$ cat config.mk
export PLATFORM = sky130hd
export DESIGN_NAME = sysbus_arbiter_flat
export DESIGN_NICKNAME = d
export VERILOG_FILES = /design/src/rtl/sysbus_pkg.sv /design/src/rtl/sysbus_arbiter_if.sv /design/src/rtl/sysbus_arbiter_rr_pick2.sv /design/src/rtl/sysbus_arbiter.sv /design/src/flat_wrapper.sv
export SDC_FILE = /design/constraint.sdc
export NUM_CORES = 1
export LEC_CHECK = 0
export ABC_AREA = 1
export ABC_CLOCK_PERIOD_IN_PS = 2100
export CORE_AREA = 10 10 131 133
export CTS_CLUSTER_DIAMETER = 50
export CTS_CLUSTER_SIZE = 30
export DETAILED_ROUTE_END_ITERATION = 8
export DIE_AREA = 0 0 141 143
export DONT_BUFFER_PORTS = 1
export SLEW_MARGIN = 40
export SYNTH_ARGS = -nofsm -noshare
export SYNTH_HDL_FRONTEND = slang
export SYNTH_HIERARCHICAL = 1
export SYNTH_SLANG_ARGS = --single-unit
$ cat constraint.sdc
create_clock -name clk -period 2.1 [get_ports clk]
set_input_delay 0.42 -clock clk [delete_from_list [all_inputs] [get_ports clk]]
set_output_delay 0.42 -clock clk [all_outputs]
set_load 0.03 [all_outputs]
$ cat src/rtl/sysbus_pkg.sv
`default_nettype none
// ============================================================================
//  Module   : sysbus_pkg
//  Purpose  : Shared types and tag-layout constants for the system-bus arbiter.
//  Revision : 1.0 - initial release
// ============================================================================
package sysbus_pkg;

    typedef enum logic [1:0] {
        ARB_IDLE = 2'd0,
        ARB_REQ  = 2'd1,
        ARB_RESP = 2'd2
    } arb_state_t;

    // Bus tag layout: {rd(1), unit(4), id(8)}
    localparam int TAG_RD_BIT   = 12;
    localparam int TAG_UNIT_LSB = 8;
    localparam int TAG_UNIT_W   = 4;
    localparam int TAG_ID_LSB   = 0;
    localparam int TAG_ID_W     = 8;

    localparam logic [TAG_UNIT_W-1:0] SYSBUS_MEMORY = 4'h1;

    localparam logic CL_IFETCH = 1'b0;
    localparam logic CL_LOAD   = 1'b1;

endpackage : sysbus_pkg
`default_nettype wire

$ cat src/rtl/sysbus_arbiter_if.sv
`default_nettype none
// ============================================================================
//  Module   : sysbus_client_if / sysbus_bus_if
//  Purpose  : Client-side (fetch/load) and bus-side signal bundles of the arbiter.
//  Revision : 1.0 - initial release
// ============================================================================
interface sysbus_client_if #(
    parameter int DW = 64
);
    logic [1:0]         cl_req;
    logic [1:0][DW-1:0] cl_addr;
    logic [1:0]         cl_gnt;
    logic [1:0]         cl_rvalid;
    logic [DW-1:0]      cl_rdata;
    logic [1:0]         cl_rack;
    logic               cl_last;

    // master = the requesting core units, slave = the arbiter
    modport master (
        output cl_req, cl_addr, cl_rack,
        input  cl_gnt, cl_rvalid, cl_rdata, cl_last
    );
    modport slave (
        input  cl_req, cl_addr, cl_rack,
        output cl_gnt, cl_rvalid, cl_rdata, cl_last
    );
endinterface : sysbus_client_if

interface sysbus_bus_if #(
    parameter int DW = 64,
    parameter int TW = 13
);
    logic          bus_reqcyc;
    logic [DW-1:0] bus_req;
    logic [TW-1:0] bus_reqtag;
    logic          bus_respack;
    logic          bus_reqack;
    logic          bus_respcyc;
    logic [DW-1:0] bus_resp;
    logic [TW-1:0] bus_resptag;

    // master = the arbiter, slave = the system bus
    modport master (
        output bus_reqcyc, bus_req, bus_reqtag, bus_respack,
        input  bus_reqack, bus_respcyc, bus_resp, bus_resptag
    );
    modport slave (
        input  bus_reqcyc, bus_req, bus_reqtag, bus_respack,
        output bus_reqack, bus_respcyc, bus_resp, bus_resptag
    );
endinterface : sysbus_bus_if
`default_nettype wire

$ cat src/rtl/sysbus_arbiter_rr_pick2.sv
`default_nettype none
// ============================================================================
//  Module   : rr_pick2
//  Purpose  : Combinational 2-way round-robin picker; on a tie the client that
//             was not granted last wins.
//  Revision : 1.0 - initial release
// ============================================================================
module rr_pick2 (
    input  logic [1:0] req_i,
    input  logic       last_i,
    output logic       idx_o,
    output logic       any_o
);

    always_comb begin
        any_o = |req_i;
        idx_o = (req_i == 2'b11) ? ~last_i : req_i[1];
    end

endmodule : rr_pick2
`default_nettype wire

$ cat src/rtl/sysbus_arbiter.sv
`default_nettype none
// ============================================================================
//  Module   : sysbus_arbiter
//  Purpose  : Shares the system-bus read master between instruction fetch (0)
//             and data load (1); one burst transaction of BEATS beats at a time.
//  Revision : 1.0 - initial release
// ============================================================================
module sysbus_arbiter
    import sysbus_pkg::*;
#(
    parameter int BUS_DATA_WIDTH = 64,
    parameter int BUS_TAG_WIDTH  = 13,
    parameter int BEATS          = 8    // must be a power of 2
) (
    input  logic           clk,
    input  logic           reset,
    sysbus_client_if.slave cl,
    sysbus_bus_if.master   bus,
    output logic           tag_err
);

    localparam int                BEAT_W    = (BEATS > 1) ? $clog2(BEATS) : 1;
    localparam logic [BEAT_W-1:0] LAST_BEAT = BEAT_W'(BEATS - 1);

    arb_state_t                state_q, state_d;
    logic                      owner_q, owner_d;
    logic                      last_grant_q, last_grant_d;
    logic [BEAT_W-1:0]         beat_q, beat_d;
    logic [BUS_DATA_WIDTH-1:0] addr_q, addr_d;
    logic                      tag_err_q, tag_err_d;

    logic                      w_pick_idx;
    logic                      w_pick_any;
    logic [BUS_TAG_WIDTH-1:0]  w_req_tag;
    logic                      w_id_mismatch;
    logic                      w_beat_accept;
    logic                      w_unused_resptag;

    logic [1:0]                w_gnt;
    logic [1:0]                w_rvalid;
    logic [BUS_DATA_WIDTH-1:0] w_rdata;
    logic                      w_last;
    logic                      w_reqcyc;
    logic [BUS_DATA_WIDTH-1:0] w_req;
    logic [BUS_TAG_WIDTH-1:0]  w_reqtag;
    logic                      w_respack;

    rr_pick2 u_pick (
        .req_i  (cl.cl_req),
        .last_i (last_grant_q),
        .idx_o  (w_pick_idx),
        .any_o  (w_pick_any)
    );

    always_comb begin
        w_req_tag                                = '0;
        w_req_tag[TAG_RD_BIT]                    = 1'b1;
        w_req_tag[TAG_UNIT_LSB +: TAG_UNIT_W]    = SYSBUS_MEMORY;
        w_req_tag[TAG_ID_LSB +: TAG_ID_W]        = TAG_ID_W'(owner_q);
    end

    // Only the id field identifies the owner; rd/unit bits are not checked.
    assign w_id_mismatch    = bus.bus_resptag[TAG_ID_LSB +: TAG_ID_W] != TAG_ID_W'(owner_q);
    assign w_unused_resptag = &{1'b0, bus.bus_resptag[BUS_TAG_WIDTH-1:TAG_ID_LSB+TAG_ID_W]};

    always_ff @(posedge clk or posedge reset) begin
        if (reset) begin
            state_q      <= ARB_IDLE;
            owner_q      <= 1'b0;
            last_grant_q <= 1'b1;
            beat_q       <= '0;
            addr_q       <= '0;
            tag_err_q    <= 1'b0;
        end else begin
            state_q      <= state_d;
            owner_q      <= owner_d;
            last_grant_q <= last_grant_d;
            beat_q       <= beat_d;
            addr_q       <= addr_d;
            tag_err_q    <= tag_err_d;
        end
    end

    always_comb begin
        state_d       = state_q;
        owner_d       = owner_q;
        last_grant_d  = last_grant_q;
        beat_d        = beat_q;
        addr_d        = addr_q;
        tag_err_d     = tag_err_q;

        w_gnt         = 2'b00;
        w_rvalid      = 2'b00;
        w_rdata       = '0;
        w_last        = 1'b0;
        w_reqcyc      = 1'b0;
        w_req         = '0;
        w_reqtag      = '0;
        w_respack     = 1'b0;
        w_beat_accept = 1'b0;

        case (state_q)
            ARB_IDLE: begin
                if (w_pick_any) begin
                    owner_d = w_pick_idx;
                    addr_d  = cl.cl_addr[w_pick_idx];
                    state_d = ARB_REQ;
                end
            end

            ARB_REQ: begin
                w_reqcyc = 1'b1;
                w_req    = addr_q;
                w_reqtag = w_req_tag;
                if (bus.bus_reqack) begin
                    w_gnt[owner_q] = 1'b1;
                    last_grant_d   = owner_q;
                    beat_d         = '0;
                    state_d        = ARB_RESP;
                end
            end

            ARB_RESP: begin
                w_rvalid[owner_q] = bus.bus_respcyc;
                w_rdata           = bus.bus_resp;
                w_last            = (beat_q == LAST_BEAT);
                w_beat_accept     = bus.bus_respcyc & cl.cl_rack[owner_q];
                w_respack         = w_beat_accept;
                // A mismatched beat is still forwarded and counted.
                if (bus.bus_respcyc && w_id_mismatch) begin
                    tag_err_d = 1'b1;
                end
                if (w_beat_accept) begin
                    beat_d = beat_q + BEAT_W'(1);
                    if (beat_q == LAST_BEAT) begin
                        state_d = ARB_IDLE;
                    end
                end
            end

            default: begin
                state_d = ARB_IDLE;
            end
        endcase
    end

    assign cl.cl_gnt       = w_gnt;
    assign cl.cl_rvalid    = w_rvalid;
    assign cl.cl_rdata     = w_rdata;
    assign cl.cl_last      = w_last;
    assign bus.bus_reqcyc  = w_reqcyc;
    assign bus.bus_req     = w_req;
    assign bus.bus_reqtag  = w_reqtag;
    assign bus.bus_respack = w_respack;
    assign tag_err         = tag_err_q;

endmodule : sysbus_arbiter
`default_nettype wire

$ cat src/flat_wrapper.sv
// flat-port wrapper written by rule: the top's interface ports become plain ports
module sysbus_arbiter_flat import sysbus_pkg::*;
#(
    parameter int BUS_DATA_WIDTH = 64,
    parameter int BUS_TAG_WIDTH  = 13,
    parameter int BEATS          = 8                           
)
  (clk, reset, tag_err, cl_cl_req, cl_cl_addr, cl_cl_rack, cl_cl_gnt, cl_cl_rvalid, cl_cl_rdata, cl_cl_last, bus_bus_reqcyc, bus_bus_req, bus_bus_reqtag, bus_bus_respack, bus_bus_reqack, bus_bus_respcyc, bus_bus_resp, bus_bus_resptag);
  sysbus_client_if #(.DW((64))) cl_i ();
  sysbus_bus_if #(.DW((64)), .TW((13))) bus_i ();
  input  logic clk;
  input  logic reset;
  output logic tag_err;
  input wire logic [$bits(cl_i.cl_req)-1:0] cl_cl_req;
  input wire logic [$bits(cl_i.cl_addr)-1:0] cl_cl_addr;
  input wire logic [$bits(cl_i.cl_rack)-1:0] cl_cl_rack;
  output wire logic [$bits(cl_i.cl_gnt)-1:0] cl_cl_gnt;
  output wire logic [$bits(cl_i.cl_rvalid)-1:0] cl_cl_rvalid;
  output wire logic [$bits(cl_i.cl_rdata)-1:0] cl_cl_rdata;
  output wire logic [$bits(cl_i.cl_last)-1:0] cl_cl_last;
  output wire logic [$bits(bus_i.bus_reqcyc)-1:0] bus_bus_reqcyc;
  output wire logic [$bits(bus_i.bus_req)-1:0] bus_bus_req;
  output wire logic [$bits(bus_i.bus_reqtag)-1:0] bus_bus_reqtag;
  output wire logic [$bits(bus_i.bus_respack)-1:0] bus_bus_respack;
  input wire logic [$bits(bus_i.bus_reqack)-1:0] bus_bus_reqack;
  input wire logic [$bits(bus_i.bus_respcyc)-1:0] bus_bus_respcyc;
  input wire logic [$bits(bus_i.bus_resp)-1:0] bus_bus_resp;
  input wire logic [$bits(bus_i.bus_resptag)-1:0] bus_bus_resptag;
  assign cl_i.cl_req = cl_cl_req;
  assign cl_i.cl_addr = cl_cl_addr;
  assign cl_i.cl_rack = cl_cl_rack;
  assign cl_cl_gnt = cl_i.cl_gnt;
  assign cl_cl_rvalid = cl_i.cl_rvalid;
  assign cl_cl_rdata = cl_i.cl_rdata;
  assign cl_cl_last = cl_i.cl_last;
  assign bus_bus_reqcyc = bus_i.bus_reqcyc;
  assign bus_bus_req = bus_i.bus_req;
  assign bus_bus_reqtag = bus_i.bus_reqtag;
  assign bus_bus_respack = bus_i.bus_respack;
  assign bus_i.bus_reqack = bus_bus_reqack;
  assign bus_i.bus_respcyc = bus_bus_respcyc;
  assign bus_i.bus_resp = bus_bus_resp;
  assign bus_i.bus_resptag = bus_bus_resptag;
  sysbus_arbiter #(.BUS_DATA_WIDTH(BUS_DATA_WIDTH), .BUS_TAG_WIDTH(BUS_TAG_WIDTH), .BEATS(BEATS)) u_core (.clk(clk), .reset(reset), .cl(cl_i), .bus(bus_i), .tag_err(tag_err));
endmodule
==> qor.yml, run 1 <==
gr-total-overflow: 0
min-delay-start: "bus_bus_reqack"
cp_top_family: "buffers and inverters"
r2r_cells: 5
numPortBuffers: 0
io_pins: 362
final_common_cell: "inv_1"
ys_types: 26
max_freq_ghz: 0.509
timing.rr.end: "u_core/addr_q[20]$_DFFE_PP0P_"
floorplan.rows: 44
slowest_stage: "dfrtp_1"
fin_setup_tns_ns: 0
fp.dieW_um: 141
dr_total_vias: 4660
rsz0062_at_grt: "no"
dpl_cell_area_mm2: 0.00587
finalCriticalPeriod_ns: 1.97
syn2layout_area_growth_pct: 30.0
pwr_density_cell_mw_per_mm2: 983
grt_max_degree: 79
criticalPathCategory: "reg2out"
cts.path.max_buffers: 2
initial_utilization_pct: 33.3
outcome: "finished clean"
maxCapViolations: 0
synth_area_leaders: "dfrtp_1, inv_1, nand2_1"
crit_arrival_ns: 1.55
finalCritPeriodShare_pct: 93.6
worst_pin_slew_ns: 0.611
cp_num_buf_inv: 4
final-setup-viol-count: 0
worstPathRequired_ns: 1.68
track_usage_pct: 15.1
cts_sinks: 72
avgViaCountPerCell: 4.35
clock_tree.root_cell: "clkbuf_16"
start_kind: "flip-flop"
grt_pass1_vias: 4650
leakage_nw: 3.55
peakVddDrop_uv: 531
hpwl_um: 13700
max_slew_margin_pct: 59.3
hp-class: "in2reg"
drt-total-wl_um: 16500
clk-insertion-delay-late_ns: 0.33
drive_gt1_share_pct: 20.0
h-tree-depth: 3
drtAntennaViolNets: 0
synthCells: 769
synth-warning-count: 6
drv_slew: 0
r2r_slack_ns: 0.44
path_max_fanout: 20
core_mm2: 0.0144
synth.ff_latch_count: 72
num_antenna_cells: 0
hold_path_depth: 1
cts_tree: "yes"
detail_route.wl_per_cell_um: 15.4
finalHoldViolations: 0
final_nets: 1097
cp_slowest_stage_delay_ns: 0.40
syn_avg_cell_area_um2: 6.24
fp.dieH_um: 143
antenna_found_initial: 0
hold-path-endpoint: "u_core/state_q[0]$_DFFE_PP0P_"
worstReg2RegStart: "u_core/last_grant_q$_DFFE_PP1P_"
die_area_mm2: 0.0202
crit_chain: "inv_2, nor2_4, inv_2, buf_4, nor2_2, buf_4"
path_clk_slew_ns: 0.06
fin_area_mm2: 0.00624
cts_buffers: 9
yosys.area.top_type_share_pct: 37.0
drtIter0Drc: 187
netlist_area_mm2: 0.00480
yosys.area.top_type: "dfrtp_1"
cp-end-kind: "output port"
fin_skew_ns: 0.00732
grt_pass1_wl_um: 24500
dr.pass1.iters: 4
nFillCells: 1501
place.gp.congestion: 0.794
yosysSeqAreaShare_pct: 37.6
drc: 0
layout_common_cells: "inv_1, nand2_1, buf_4"
## power by group
group	total, mW	internal (mW)	switching [mW]
Sequential	2.23	2.04	0.193
Combinational	2.18	0.760	1.42
Clock	1.72	1.16	0.568
Total	6.14	3.96	2.18
## per-layer routing
| metal | track usage [%] | part of all wire, % |
|---|---|---|
| met5 | 0 | 0 |
| met4 | 3.42 | 0.81 |
| met3 | 6.57 | 8.3 |
| met2 | 24.4 | 49 |
| met1 | 18.2 | 42 |
## sequential cells by signal, summed over array words and instances (netlist names)
register / cells
u_core/state_q: 2
u_core/owner_q: 1
u_core/last_grant_q: 1
u_core/addr_q: 64
u_core/beat_q: 3
u_core/tag_err: 1
## layout make-up
| class | instances | area, um2 | area share (%) |
|---|---|---|---|
| clock buffers | 10 | 229 | 3.67 |
| clock inverters | 6 | 108 | 1.72 |
| inverters | 211 | 798 | 12.8 |
| multi-input cells | 441 | 1910 | 30.6 |
| flip-flops and latches | 72 | 1800 | 28.9 |
| well taps | 184 | 230 | 3.69 |
| repair buffers | 147 | 1160 | 18.6 |
## worst max-delay path by stage
stage / start / endpoint / slack, ns / cells after the start
6_report: u_core/state_q[0]$_DFFE_PP0P_ / bus_bus_req[44] / 0.13 / 6
5_1_grt: u_core/state_q[0]$_DFFE_PP0P_ / bus_bus_req[53] / 0.003 / 6
4_1_cts: u_core/state_q[1]$_DFFE_PP0P_ / cl_cl_rvalid[1] / 0.001 / 5
3_5_place_dp: u_core/state_q[1]$_DFFE_PP0P_ / cl_cl_last / 0.37 / 6
3_3_place_gp: u_core/state_q[1]$_DFFE_PP0P_ / cl_cl_rvalid[1] / 0.38 / 5
2_1_floorplan: u_core/state_q[0]$_DFFE_PP0P_ / bus_bus_req[23] / 0.1 / 6
## synthesized netlist by cell type
master / count
inv_1: 207
nand2_1: 144
nor2_1: 135
o21ai_1: 74
dfrtp_1: 71
o21ai_0: 56
buf_4: 20
clkbuf_1: 13
buf_2: 10
buf_6: 8
nand3_1: 7
inv_2: 4
buf_1: 3
ha_1: 2
nand4_1: 2
nor2_4: 2
nor3_1: 2
a21oi_1: 1
conb_1: 1
dfstp_2: 1
nand2_2: 1
nand3b_1: 1
nor2_2: 1
o211ai_1: 1
o22ai_1: 1
or2_1: 1
## through the flow
| step | instances | utilization, % | hold WS [ns] | setup WS [ns] | power [mW] |
|---|---|---|---|---|---|
| finish | 1071 | 43.3 | 0.187 | 0.133 | 6.14 |
| global route | 1071 | 43.3 | 0.172 | 0.00285 | 6.62 |
| CTS | 1071 | 43.2 | 0.163 | 0.00109 | 6.22 |
| detailed placement | 1054 | 40.7 | 0.258 | 0.367 | 4.44 |
| global placement | 1054 | 40.7 | 0.261 | 0.377 | 4.38 |
| floorplan | 778 | - | 0.470 | 0.0979 | 3.86 |
## cell families after synthesis
kind of cell | count (synthesis) | synth area share, %
compound gates | 133 | 14.0
fa+ha+maj | 2 | 0.522
buf+inv | 265 | 23.8
flops | 72 | 37.6
other cells | 1 | 0.0782
simple gates | 296 | 24.0
## repair_timing
item | in CTS | in global routing
endpoints found under the hold margin | 10 | 0
hold buffers | 1 | 0
buffers inserted | 0 | 0
gates resized for setup | 2 | 7
setup endpoints to repair | 4 | 52
(Power assumes the default switching activity.)
==> run 2: changes to the inputs <==
- CORE_AREA: 10 10 131 133 -> 5 5 138 140
- DIE_AREA: 0 0 141 143 -> 0 0 143 145
- HOLD_SLACK_MARGIN: default -> 0.12
==> run 2 against run 1 <==
Non-clock buffer count shrank 1. Combinational power is essentially flat. Final cell count grew 4.1%. Clock skew is essentially flat. Maximum frequency shrank 3.8%. Sequential power is essentially flat. Hold slack gained 0.016 ns. First-iteration DRC count grew 18%. Final area is essentially flat. Global-route usage shrank 2.2 points. Register-to-register slack gained 0.21 ns. Critical path depth is the same.
==> qor.yml, run 2 (synthesis gave the netlist of run 1 again) <==
outcome: "finished clean"
cts_buffers: 9
track_usage_pct: 12.9
numPortBuffers: 0
clock_tree.root_cell: "clkbuf_16"
gr-total-overflow: 0
finalCritPeriodShare_pct: 97.4
avgViaCountPerCell: 4.09
max_freq_ghz: 0.489
finalCriticalPeriod_ns: 2.04
path_clk_slew_ns: 0.05
largest_reg_flops: 64
grt_max_degree: 130
drt-total-wl_um: 14000
r2r_slack_ns: 0.65
fin_skew_ns: 0.00719
comb_power_share_pct: 38.0
final_cells: 1115
hold-path-endpoint: "u_core/state_q[0]$_DFFE_PP0P_"
hold_path_depth: 1
top_regs: "u_core/addr_q: 64 flops, u_core/beat_q: 3 flops, u_core/state_q: 2 flops"
setup_ws_ns: 0.0554
post-place-ws_ns: 0.382
power_frac_seq_pct: 38.7
worstPathRequired_ns: 1.68
fin_total_pwr_mw: 5.76
grtUsageMet2_pct: 21.4
maxCapViolations: 0
cts.path.max_buffers: 2
nFillCells: 1916
min-delay-start: "bus_bus_reqack"
drv_slew: 0
drtIter0Drc: 220
leakage_nw: 3.52
r2r_cells: 5
hpwl_um: 11000
drive_gt1_share_pct: 19.9
grt_pass1_vias: 4226
start_kind: "flip-flop"
syn2layout_area_growth_pct: 30.1
initial_utilization_pct: 27.1
num_antenna_cells: 0
die_area_mm2: 0.0207
fin_setup_tns_ns: 0
fp.dieW_um: 143
use_met1_pct: 16.7
p_switching_mw: 2.16
criticalPathCategory: "reg2out"
cp-end-kind: "output port"
cts_sinks: 72
grt_busiest_layer: "met2"
dr_total_vias: 4555
worst_pin_slew_ns: 0.601
drc: 0
swShare_pct: 37.5
drtAntennaViolNets: 0
core_mm2: 0.0177
clk-insertion-delay-late_ns: 0.33
clock_power_share_pct: 23.3
dr.pass1.iters: 5
cts_tree: "yes"
layout_common_cells: "inv_1, nand2_1, buf_4"
fp.dieH_um: 145
place.gp.congestion: 0.877
pwr_density_cell_mw_per_mm2: 923
finalHoldViolations: 0
worstReg2RegStart: "u_core/last_grant_q$_DFFE_PP1P_"
top_register: "u_core/addr_q"
rsz0062_at_grt: "no"
hold_slack_ns: 0.203
grt_pass1_wl_um: 21800
dp_cells: 1098
io_pins: 362
h-tree-depth: 3
detail_route.wl_per_cell_um: 12.6
timing.rr.end: "u_core/addr_q[23]$_DFFE_PP0P_"
p_int_mw: 3.60
path_max_fanout: 67
final-setup-viol-count: 0
crit_arrival_ns: 1.62
final_nets: 1096
cts_setup_buffers: 0
hp-class: "in2reg"
final_common_cell: "inv_1"
grt_use_met3_pct: 3.46
floorplan.rows: 49
antenna_found_initial: 0
peakVddDrop_uv: 422
max_slew_margin_pct: 59.8
-- run 2: changes by cell type in the layout (fill, tap and decap cells not counted), moves of 2 or more --
cell / delta
buf_12: +2
inv_1: +2
buf_4: -2
clkinv_2: +2
bufinv_16: -3
-- run 2: metrics by stage --
step / instance area (um2) / util (%)
global placement: 5950 / 33.6
finish: 6240 / 35.2
detailed placement: 5950 / 33.6
floorplan: 4830 / -
global route: 6240 / 35.2
CTS: 6220 / 35.1
-- run 2: power groups by stage --
stage | Combinational (mW) | Clock, mW | Sequential, mW
4_1_cts | 2.21 | 1.41 | 2.23
2_1_floorplan | 1.66 | 0 | 2.20
5_1_grt | 2.48 | 1.47 | 2.29
6_report | 2.19 | 1.34 | 2.23
3_3_place_gp | 2.16 | 0 | 2.23
3_5_place_dp | 2.19 | 0 | 2.26
-- run 2: what timing repair did --
item | in CTS | in global routing
resized for setup | 0 | 6
endpoints found under the hold margin | 22 | 0
hold buffers | 1 | 0
endpoints found under the setup margin | 0 | 61
-- run 2: cell type report --
class | instances | area, um2 | area share (%)
repair buffers | 146 | 1170 | 18.8
clock buffers | 10 | 229 | 3.67
multi-input cells | 441 | 1920 | 30.7
clock inverters | 6 | 36.3 | 0.581
inverters | 211 | 796 | 12.7
flip-flops and latches | 72 | 1800 | 28.9
well taps | 229 | 287 | 4.59
-- run 2: worst max-delay path by stage --
stage	cells past startpoint	startpoint	end	slack, ns
finish	6	u_core/state_q[1]$_DFFE_PP0P_	cl_cl_rdata[59]	0.06
global route	6	u_core/state_q[1]$_DFFE_PP0P_	cl_cl_rdata[49]	0.009
CTS	6	u_core/state_q[0]$_DFFE_PP0P_	bus_bus_req[48]	0.0006
detailed placement	6	u_core/state_q[0]$_DFFE_PP0P_	bus_bus_req[48]	0.38
global placement	6	u_core/state_q[1]$_DFFE_PP0P_	cl_cl_rdata[59]	0.39
floorplan	6	u_core/state_q[0]$_DFFE_PP0P_	bus_bus_req[23]	0.1
-- run 2: layer usage --
layer / wire length [um] / part of all wire (%)
met1: 5990 / 43
met2: 6780 / 48
met3: 1090 / 7.8
met4: 159 / 1.1
met5: 0 / 0
-- run 2: critical path, stage by stage (launching register included) --
cell and delay (ns):
dfrtp_2 0.42, inv_2 0.07, nor2_4 0.12, inv_2 0.07, buf_12 0.20, nor2_1 0.21, buf_4 0.20
==> run 3: changes to the inputs <==
- CORE_AREA: 5 5 138 140 -> 2 2 139 141
- DIE_AREA: 0 0 143 145 -> 0 0 141 143
==> run 3 against run 2 <==
Final area increased by 0.96%. Utilization shrank 1.3 points. Final cell count grew 0.72%. Count of clock-buffer cells in the layout up 1. Sequential share of layout area fell by 0.30 points. Flip-flop and latch count stayed put. Setup slack improved by 0.025 ns. Sequential power hardly changed. Die area down 2.8%. Global-route usage down 0.10 points. Highest routed layer unchanged.
==> qor.yml, run 3 (synthesis gave the netlist of run 1 again) <==
outcome: "finished clean"
cp-end-kind: "output port"
largest_reg_flops: 64
clock_tree.root_cell: "clkbuf_16"
nFillCells: 2005
final_nets: 1099
setup_ws_ns: 0.0803
finalHoldViolations: 0
cts_buffers: 9
fp.dieH_um: 143
max_freq_ghz: 0.495
drtAntennaViolNets: 0
place.gp.congestion: 0.730
drive_gt1_share_pct: 19.9
cts.path.max_buffers: 2
detail_route.wl_per_cell_um: 12.5
max_slew_margin_pct: 54.4
crit_chain: "inv_2, nor2_4, inv_2, buf_4, nor2_1, buf_4"
floorplan.rows: 50
cp_num_buf_inv: 4
post-place-ws_ns: 0.362
initial_utilization_pct: 25.8
io_pins: 362
clk-insertion-delay-late_ns: 0.34
criticalPathCategory: "reg2out"
top_regs: "u_core/addr_q: 64 flops, u_core/beat_q: 3 flops, u_core/state_q: 2 flops"
peakVddDrop_uv: 346
avgViaCountPerCell: 4.11
cp_top_family: "buffers and inverters"
drc: 0
die_area_mm2: 0.0202
grt_pass1_wl_um: 20300
grt_pass1_vias: 3929
grt_max_degree: 85
rsz0062_at_grt: "no"
path_clk_slew_ns: 0.06
fin_skew_ns: 0.00938
finalCritPeriodShare_pct: 96.2
drtIter0Drc: 243
top_register: "u_core/addr_q"
drt-total-wl_um: 14000
dr.pass1.iters: 4
gr-total-overflow: 0
fin_setup_tns_ns: 0
path_max_fanout: 15
num_antenna_cells: 0
cp_slowest_stage_delay_ns: 0.40
hp-class: "in2reg"
dr_total_vias: 4611
final_common_cell: "inv_1"
drv_slew: 0
cts_tree: "yes"
final-setup-viol-count: 0
pwr_density_cell_mw_per_mm2: 957
fin_area_mm2: 0.00630
layout_common_cells: "inv_1, nand2_1, buf_4"
crit_arrival_ns: 1.60
maxCapViolations: 0
slowest_stage: "dfrtp_1"
worst_pin_slew_ns: 0.682
core_mm2: 0.0186
final_cells: 1123
track_usage_pct: 12.8
h-tree-depth: 3
start_kind: "flip-flop"
fin_total_pwr_mw: 6.03
hpwl_um: 10800
fp.dieW_um: 141
worstPathRequired_ns: 1.68
dp_cells: 1105
leakage_nw: 3.55
antenna_found_initial: 0
syn2layout_area_growth_pct: 31.4
cts_sinks: 72
numPortBuffers: 0
finalCriticalPeriod_ns: 2.02
dpl_cell_area_mm2: 0.00595
-- run 3: metrics by stage --
step	utilization (%)	hold slack [ns]
after CTS	33.8	0.159
final	33.9	0.184
after floorplan	-	0.470
after global routing	33.9	0.168
after global placement	32.0	0.425
after detailed placement	32.0	0.435
-- run 3: report_power, final --
part | switching, mW | leakage, nW | internal [mW]
Combinational | 1.42 | 2.51 | 0.779
Clock | 0.604 | 0.149 | 0.993
Sequential | 0.201 | 0.892 | 2.04
-- run 3: routing by layer --
metal | global-route usage (%) | wire length, um | vias to the layer above
li1 | - | - | 2430
met1 | 16.9 | 6180 | 1996
met2 | 20.2 | 6620 | 175
met3 | 3.92 | 1020 | 10
met4 | 4.00 | 181 | 0
met5 | 0 | 0 | -
-- run 3: timing repair --
item,in CTS,in global routing
gates cloned,0,0
hold endpoints to repair,25,0
gates resized for setup,1,3
endpoints found under the setup margin,2,7
hold buffers,1,0
buffers inserted,0,1
-- run 3: worst reg2reg max path: stages (launching register included) --
cell and delay [ns]:
dfstp_2 0.38, a21oi_4 0.18, buf_4 0.37, o21ai_0 0.22
nand2_1 0.09, o21ai_1 0.06
-- run 3: area by class of cell --
type | instances | area, um2 | area share (%)
Sequential cell | 72 | 1800 | 28.6
Tap cell | 234 | 293 | 4.65
Clock inverter | 5 | 62.6 | 0.993
Multi-Input combinational cell | 441 | 1900 | 30.2
Clock buffer | 11 | 253 | 4.01
Inverter | 211 | 796 | 12.6
Timing Repair Buffer | 149 | 1190 | 18.9
-- run 3: final timing paths --
kind                                                 startpoint                              end  slack, ns  cells after the start
worst max-delay path              u_core/state_q[1]$_DFFE_PP0P_                  cl_cl_rdata[36]       0.08                      6
worst min-delay path                             bus_bus_reqack    u_core/state_q[0]$_DFFE_PP0P_       0.18                      1
worst max register to register  u_core/last_grant_q$_DFFE_PP1P_     u_core/addr_q[0]$_DFFE_PP0P_       0.71                      5
worst min register to register    u_core/addr_q[31]$_DFFE_PP0P_    u_core/addr_q[31]$_DFFE_PP0P_       0.51                      2
max in group asynchronous                                 reset  u_core/last_grant_q$_DFFE_PP1P_       0.80                      3
min in group asynchronous                                 reset    u_core/addr_q[15]$_DFFE_PP0P_       0.66                      2
